[src/rtl/ysyx_22040759_id_stage.sv]
// ysyx_22040759_id_stage: RV64 decode stage -- regfile read, EX/MEM/WB forwarding, immediate
// generation and load-use stall. Define YSYX_22040759_ID_PERF_EN to add stall/flush counters.
module ysyx_22040759_id_stage #(
  parameter int PC_W   = 64,
  parameter int INST_W = 32
) (
  input  logic                     clk,
  input  logic                     rst,
  input  logic                     fs_to_ds_valid,
  input  logic [INST_W+PC_W-1:0]   fs_to_ds_bus,
  output logic                     ds_allowin,
  input  logic                     es_allowin,
  output logic                     ds_to_es_valid,
  output logic [INST_W+4*PC_W+5:0] ds_to_es_bus,
  output logic [4:0]               rf_raddr1,
  output logic [4:0]               rf_raddr2,
  input  logic [PC_W-1:0]          rf_rdata1,
  input  logic [PC_W-1:0]          rf_rdata2,
  input  logic [PC_W+6:0]          es_fwd_bus,
  input  logic [PC_W+6:0]          ms_fwd_bus,
  input  logic [PC_W+6:0]          ws_fwd_bus,
  input  logic                     es_load,
  input  logic                     blu_brush_flag
`ifdef YSYX_22040759_ID_PERF_EN
  ,
  output logic [63:0]              ds_stall_cnt,
  output logic [63:0]              ds_flush_cnt
`endif
);

  localparam logic [6:0] OP_LOAD   = 7'b0000011;
  localparam logic [6:0] OP_IMM    = 7'b0010011;
  localparam logic [6:0] OP_IMM32  = 7'b0011011;
  localparam logic [6:0] OP_JALR   = 7'b1100111;
  localparam logic [6:0] OP_SYSTEM = 7'b1110011;
  localparam logic [6:0] OP_STORE  = 7'b0100011;
  localparam logic [6:0] OP_BRANCH = 7'b1100011;
  localparam logic [6:0] OP_LUI    = 7'b0110111;
  localparam logic [6:0] OP_AUIPC  = 7'b0010111;
  localparam logic [6:0] OP_JAL    = 7'b1101111;
  localparam logic [6:0] OP_OP     = 7'b0110011;
  localparam logic [6:0] OP_OP32   = 7'b0111011;

  logic              ds_valid;
  logic [INST_W-1:0] ds_inst;
  logic [PC_W-1:0]   ds_pc;
  logic              ds_ready_go;

  logic [6:0]        opcode;
  logic [4:0]        rs1, rs2, rd;
  logic [PC_W-1:0]   imm, src1, src2;
  logic              use_rs1, use_rs2, rd_wen, load_use;
  logic [4:0]        es_rd;

  assign opcode    = ds_inst[6:0];
  assign rs1       = ds_inst[19:15];
  assign rs2       = ds_inst[24:20];
  assign rd        = ds_inst[11:7];
  assign rf_raddr1 = rs1;
  assign rf_raddr2 = rs2;

  always_comb begin
    imm = '0;
    unique case (opcode)
      OP_LOAD, OP_IMM, OP_IMM32, OP_JALR, OP_SYSTEM:
        imm = {{(PC_W-12){ds_inst[31]}}, ds_inst[31:20]};
      OP_STORE:
        imm = {{(PC_W-12){ds_inst[31]}}, ds_inst[31:25], ds_inst[11:7]};
      OP_BRANCH:
        imm = {{(PC_W-13){ds_inst[31]}}, ds_inst[31], ds_inst[7], ds_inst[30:25],
               ds_inst[11:8], 1'b0};
      OP_LUI, OP_AUIPC:
        imm = {{(PC_W-32){ds_inst[31]}}, ds_inst[31:12], 12'h000};
      OP_JAL:
        imm = {{(PC_W-21){ds_inst[31]}}, ds_inst[31], ds_inst[19:12], ds_inst[20],
               ds_inst[30:21], 1'b0};
      default: imm = '0;
    endcase
  end

  assign use_rs1 = !(opcode == OP_LUI || opcode == OP_AUIPC || opcode == OP_JAL);
  assign use_rs2 = (opcode == OP_OP) || (opcode == OP_OP32) ||
                   (opcode == OP_STORE) || (opcode == OP_BRANCH);
  assign rd_wen  = !(opcode == OP_STORE || opcode == OP_BRANCH) && (rd != 5'd0);

  function automatic logic fwd_hit(input logic [PC_W+6:0] fb, input logic [4:0] rs);
    return fb[PC_W+6] && fb[PC_W+5] && (fb[PC_W+4:PC_W] == rs);
  endfunction

  // Youngest producer wins: EX, then MEM, then WB, then the architectural file.
  function automatic logic [PC_W-1:0] fwd_src(input logic [4:0] rs,
                                              input logic [PC_W-1:0] rf,
                                              input logic [PC_W+6:0] es,
                                              input logic [PC_W+6:0] ms,
                                              input logic [PC_W+6:0] ws);
    logic [PC_W-1:0] r;
    if (rs == 5'd0)          r = '0;
    else if (fwd_hit(es, rs)) r = es[PC_W-1:0];
    else if (fwd_hit(ms, rs)) r = ms[PC_W-1:0];
    else if (fwd_hit(ws, rs)) r = ws[PC_W-1:0];
    else                      r = rf;
    return r;
  endfunction

  assign src1 = fwd_src(rs1, rf_rdata1, es_fwd_bus, ms_fwd_bus, ws_fwd_bus);
  assign src2 = fwd_src(rs2, rf_rdata2, es_fwd_bus, ms_fwd_bus, ws_fwd_bus);

  // A load in EX has no data yet, so its consumer must wait one cycle.
  assign es_rd    = es_fwd_bus[PC_W+4:PC_W];
  assign load_use = es_load && es_fwd_bus[PC_W+6] && (es_rd != 5'd0) &&
                    ((use_rs1 && es_rd == rs1) || (use_rs2 && es_rd == rs2));

  assign ds_ready_go    = !load_use;
  assign ds_allowin     = !ds_valid || (ds_ready_go && es_allowin);
  assign ds_to_es_valid = ds_valid && ds_ready_go && !blu_brush_flag;
  assign ds_to_es_bus   = {ds_inst, ds_pc, imm, src1, src2, rd_wen, rd};

  always_ff @(posedge clk or posedge rst) begin
    if (rst) begin
      ds_valid <= 1'b0;
      ds_inst  <= '0;
      ds_pc    <= '0;
    end else if (blu_brush_flag) begin
      ds_valid <= 1'b0;
    end else if (ds_allowin) begin
      ds_valid <= fs_to_ds_valid;
      if (fs_to_ds_valid) begin
        ds_inst <= fs_to_ds_bus[INST_W+PC_W-1:PC_W];
        ds_pc   <= fs_to_ds_bus[PC_W-1:0];
      end
    end
  end

`ifdef YSYX_22040759_ID_PERF_EN
  always_ff @(posedge clk or posedge rst) begin
    if (rst) begin
      ds_stall_cnt <= '0;
      ds_flush_cnt <= '0;
    end else begin
      if (ds_valid && !ds_ready_go && !blu_brush_flag) ds_stall_cnt <= ds_stall_cnt + 64'd1;
      if (blu_brush_flag && ds_valid)                  ds_flush_cnt <= ds_flush_cnt + 64'd1;
    end
  end
`endif

endmodule

[config.mk]
export PLATFORM = sky130hd
export DESIGN_NAME = ysyx_22040759_id_stage
export DESIGN_NICKNAME = d
export VERILOG_FILES = /design/src/rtl/ysyx_22040759_id_stage.sv
export SDC_FILE = /design/constraint.sdc
export NUM_CORES = 1
export LEC_CHECK = 0
export ABC_AREA = 1
export CORE_AREA = 2 2 288 290
export DETAILED_ROUTE_END_ITERATION = 10
export DIE_AREA = 0 0 290 292
export SYNTH_ARGS = -nofsm -noshare
export SYNTH_HDL_FRONTEND = slang
export SYNTH_SLANG_ARGS = --single-unit
[constraint.sdc]
create_clock -name clk -period 3.7 [get_ports clk]
set_clock_uncertainty 0.05 [all_clocks]
set_input_delay 0.74 -clock clk [delete_from_list [all_inputs] [get_ports clk]]
set_output_delay 0.74 -clock clk [all_outputs]
set_load 0.01 [all_outputs]
==> summary.md <==
| Metric | Value |
|---|---|
| GP Congestion | between 0.9 and 1 |
| Drt wl/cell | 19.2 um |
| Vias per Instance | 4.07 |
| Post-synthesis adder-cell area fraction | 0 |
| H-tree Lvls | 3 |
| CTS Buffer Depth | 2 |
| Worst Path Max Fanout | 9 |
| Post-route minimum period | 3.65 ns |
| Tot GR Track Use | 0.163 |
| Top sig layer | met5 |
| WL met1 | 30.5 mm |
| Avg Inst Size Synth | 5.56 um^2 |
| # port buffers | 748 |
| CTS Buf Count | 9 |
| Achievable Freq | 0.274 GHz |
| Mux cell area share after synthesis | 0 |
| Largest family of logic cells by synthesized area | simple AND/OR/NAND/NOR gates |
| Slew @ Worst Pin | ~0.52 ns |
| Final setup vio count | 0 |
| Mapped Nets | roughly 2400 |
| PD cells | 251 nW/um^2 |
| CP startpoint kind | primary input |
| CP Capture Type | output port |
| RSZ-0062 raised after global routing | true |
| Pre-CTS WS | -0.510 ns |
| Number of fill cells | 9124 |
| R2R depth | 15 |
| Detail Route Antenna Nets | 0 |
| Synth unique cells | 28 |
| CP required | 2.91 ns |
| Clk slew on worst S/H paths | 0.06 ns |
| Final WL | 71.8 mm |
| Max Cap Viol | 0 |
| Nets@finish | 3095 |
| Die area | 84700 um^2 |
| Hold_sp | ds_pc[32] |
| Register Area | 2440 um^2 |
| Io pins | 749 |
| Die height | approximately 290 um |
| Remaining global-route overflow | 0 |
| Row count | 105 |
| VDD IR-drop max | between 0.2 and 0.3 mV |
| Slew HR | 0.651 |
| Hold Path Sink | ds_pc[32] |
| Largest net degree at the start of global routing | 98 |
| Core area | ~82000 um^2 |
| Global-route wire length before repair | 103 mm |
| Final Util | 0.254 |
| WL met3 | roughly 5.4 mm |
| Hold path cells | 2 |
| DRC viols | 0 |
| P_leak | between 10 and 15 nW |
| Final Cycle Share | 0.986 |
| Layout cells sized above 1 | 0.0862 |
| Die Width | approximately 290 um |
| Root Buffer | clkbuf_16 |
| Multi-input logic area | a little under 6000 um^2 |
| Initial Util | 0.131 |
| 1st-iter DRT viols | about 910 |
| Setup Crit Path Kind | in2out |
| Placed Cells | 3686 |
| CTS tree | built |
| Detailed Place HPWL | 57.3 mm |
| Compound-gate portion of the synthesized area | 0.175 |
| CTS sink count | 97 |
| Finished Cell Area | 20700 um^2 |
| Worst skew pair latency | roughly 0.37 ns |
| Routed wl met2 | 34.5 mm |
| Area Growth Syn to Fin | 93.6% |
| Final WS setup | a little over 0.05 ns |
| Simple-gate share of the synthesized area | 0.354 |
| Post-Syn Area | 10700 um^2 |
| Seq/Total Area, Yosys | 0.227 |
| Reg-to-reg startpoint | ds_inst[4] |
| Worst Setup SP | ms_fwd_bus[64] |
| Vias | 15200 |
| WHS | 0.419 ns |
| Xor-xnor portion of the synthesized cell area | 0.00737 |
| Non-filler cells, final | 3732 |
| Reg2reg end | ds_pc[34] |
| R2r setup slk | 1.06 ns |
| Syn Inst Count | 1926 |
| Seq cells post-synth | 97 |
| Status | finished, final reports clean |
| Final hold violation count | 0 |
| Final slew viol count | 0 |
| Crit path DAT | 2.86 ns |
| Total iterations of the first detailed-routing run | 5 |
| Initial antenna violation count | 17 |
| Vias in the first global route | 15000 |
| Syn. warnings | 0 |
| DP Area | 19900 um^2 |
| Worst min path class | reg2reg |
[cell usage after synthesis]
cell / number / share of area
clkbuf_1: 77 / 0.027
buf_6: 6 / 0.0063
dfrtp_1: 97 / 0.23
inv_1: 422 / 0.15
nand2_1: 635 / 0.22
nor2_1: 22 / 0.0077
nand3_1: 234 / 0.11
a21oi_1: 11 / 0.0051
o21ai_0: 144 / 0.067
nand2_2: 3 / 0.0018
o211ai_1: 139 / 0.098
nor3_4: 1 / 0.0015
nor2_2: 1 / 0.00059
buf_4: 48 / 0.034
nand2_4: 2 / 0.0021
a31oi_1: 2 / 0.0012
nor3_1: 8 / 0.0037
xor2_1: 5 / 0.0041
buf_1: 14 / 0.0049
nand4_1: 4 / 0.0023
o22ai_1: 3 / 0.0018
buf_2: 32 / 0.015
inv_2: 7 / 0.0025
o21ai_1: 2 / 0.00094
or4_1: 1 / 0.00070
nand3_2: 1 / 0.00094
o2111ai_1: 1 / 0.00082
xnor2_1: 4 / 0.0033
[placed cells by master (no fill, tap or decap), types with 8 or more instances in the layout]
master           netlist  layout
nand2_1              635     626
clkdlybuf4s50_1        0     605
inv_1                422     416
nand3_1              234     228
o211ai_1             139     139
o21ai_0              144     133
dlygate4sd2_1          0     116
buf_4                 48     104
dfrtp_1               97      90
buf_12                 0      32
nor2_1                22      18
o21ai_1                2      11
dlymetal6s2s_1         0      10
inv_2                  7       9
clkbuf_16              0       9
nand2_2                3       8
[registers in the layout (all words and copies together), names as in the netlist]
signal,count
ds_pc,64
ds_valid,1
ds_inst,32
[critical path: stages]
cell and delay (ns):
clkdlybuf4s50_1 0.49, inv_1 0.08, o22ai_1 0.19, nor2_2 0.08, nand3_4 0.11, buf_12 0.16, buf_4 0.18, o211ai_1 0.11
nand3_1 0.08, nand2_1 0.05, inv_1 0.04, clkdlybuf4s50_1 0.54
[metrics by stage]
step | power, W | TNS [ns]
after global placement | 0.00425 | -38.43
after floorplan | 0.00244 | 0
after CTS | 0.00525 | -0.327
after global routing | 0.00554 | -0.270
after detailed placement | 0.00425 | -41.05
final | 0.00520 | 0
[report_power, final]
group	total, W	switching (W)	internal [W]
registers	0.00138	0.000164	0.00122
logic	0.00276	0.00135	0.00140
clock network	0.00106	0.000465	0.000599
[worst max-delay path by stage]
stage	end	slack [ns]
5_1_grt	ds_to_es_bus[131]	-0.07
2_1_floorplan	ds_to_es_bus[166]	0.12
3_5_place_dp	ds_to_es_bus[78]	-0.51
6_report	ds_to_es_bus[121]	0.05
3_3_place_gp	ds_to_es_bus[78]	-0.52
4_1_cts	ds_to_es_bus[105]	-0.09
[layout make-up]
| class | count | share of cell area |
|---|---|---|
| Tap cell | 1070 | 0.0646 |
| Clock inverter | 5 | 0.00429 |
| Timing Repair Buffer | 892 | 0.435 |
| Sequential cell | 97 | 0.118 |
| Antenna cell | 6 | 0.000725 |
| Multi-Input combinational cell | 1223 | 0.288 |
| Inverter | 429 | 0.0784 |
| Clock buffer | 10 | 0.0111 |
[kinds of logic (layout without fill, tap and decap cells)]
kind of cell / Yosys count / in the layout
compound gates: 302 / 302
other cells: 0 / 6
buf+inv: 606 / 1336
xor+xnor: 9 / 9
flops: 97 / 97
simple gates: 912 / 912
[per-layer routing]
metal,vias to the layer above,track usage
met5,-,0
met4,6,0.0353
met3,81,0.0402
met2,686,0.283
met1,7036,0.204
li1,7380,-
[what timing repair did]
action / in CTS / in global routing
gates resized for setup: 174 / 57
hold buffers: 0 / 0
cloned: 6 / 0
setup endpoints to repair: 147 / 103
pin swaps: 6 / 24
buffers inserted: 12 / 7
endpoints found under the hold margin: 0 / 0
Note: power is estimated with default switching activity, not from simulation.
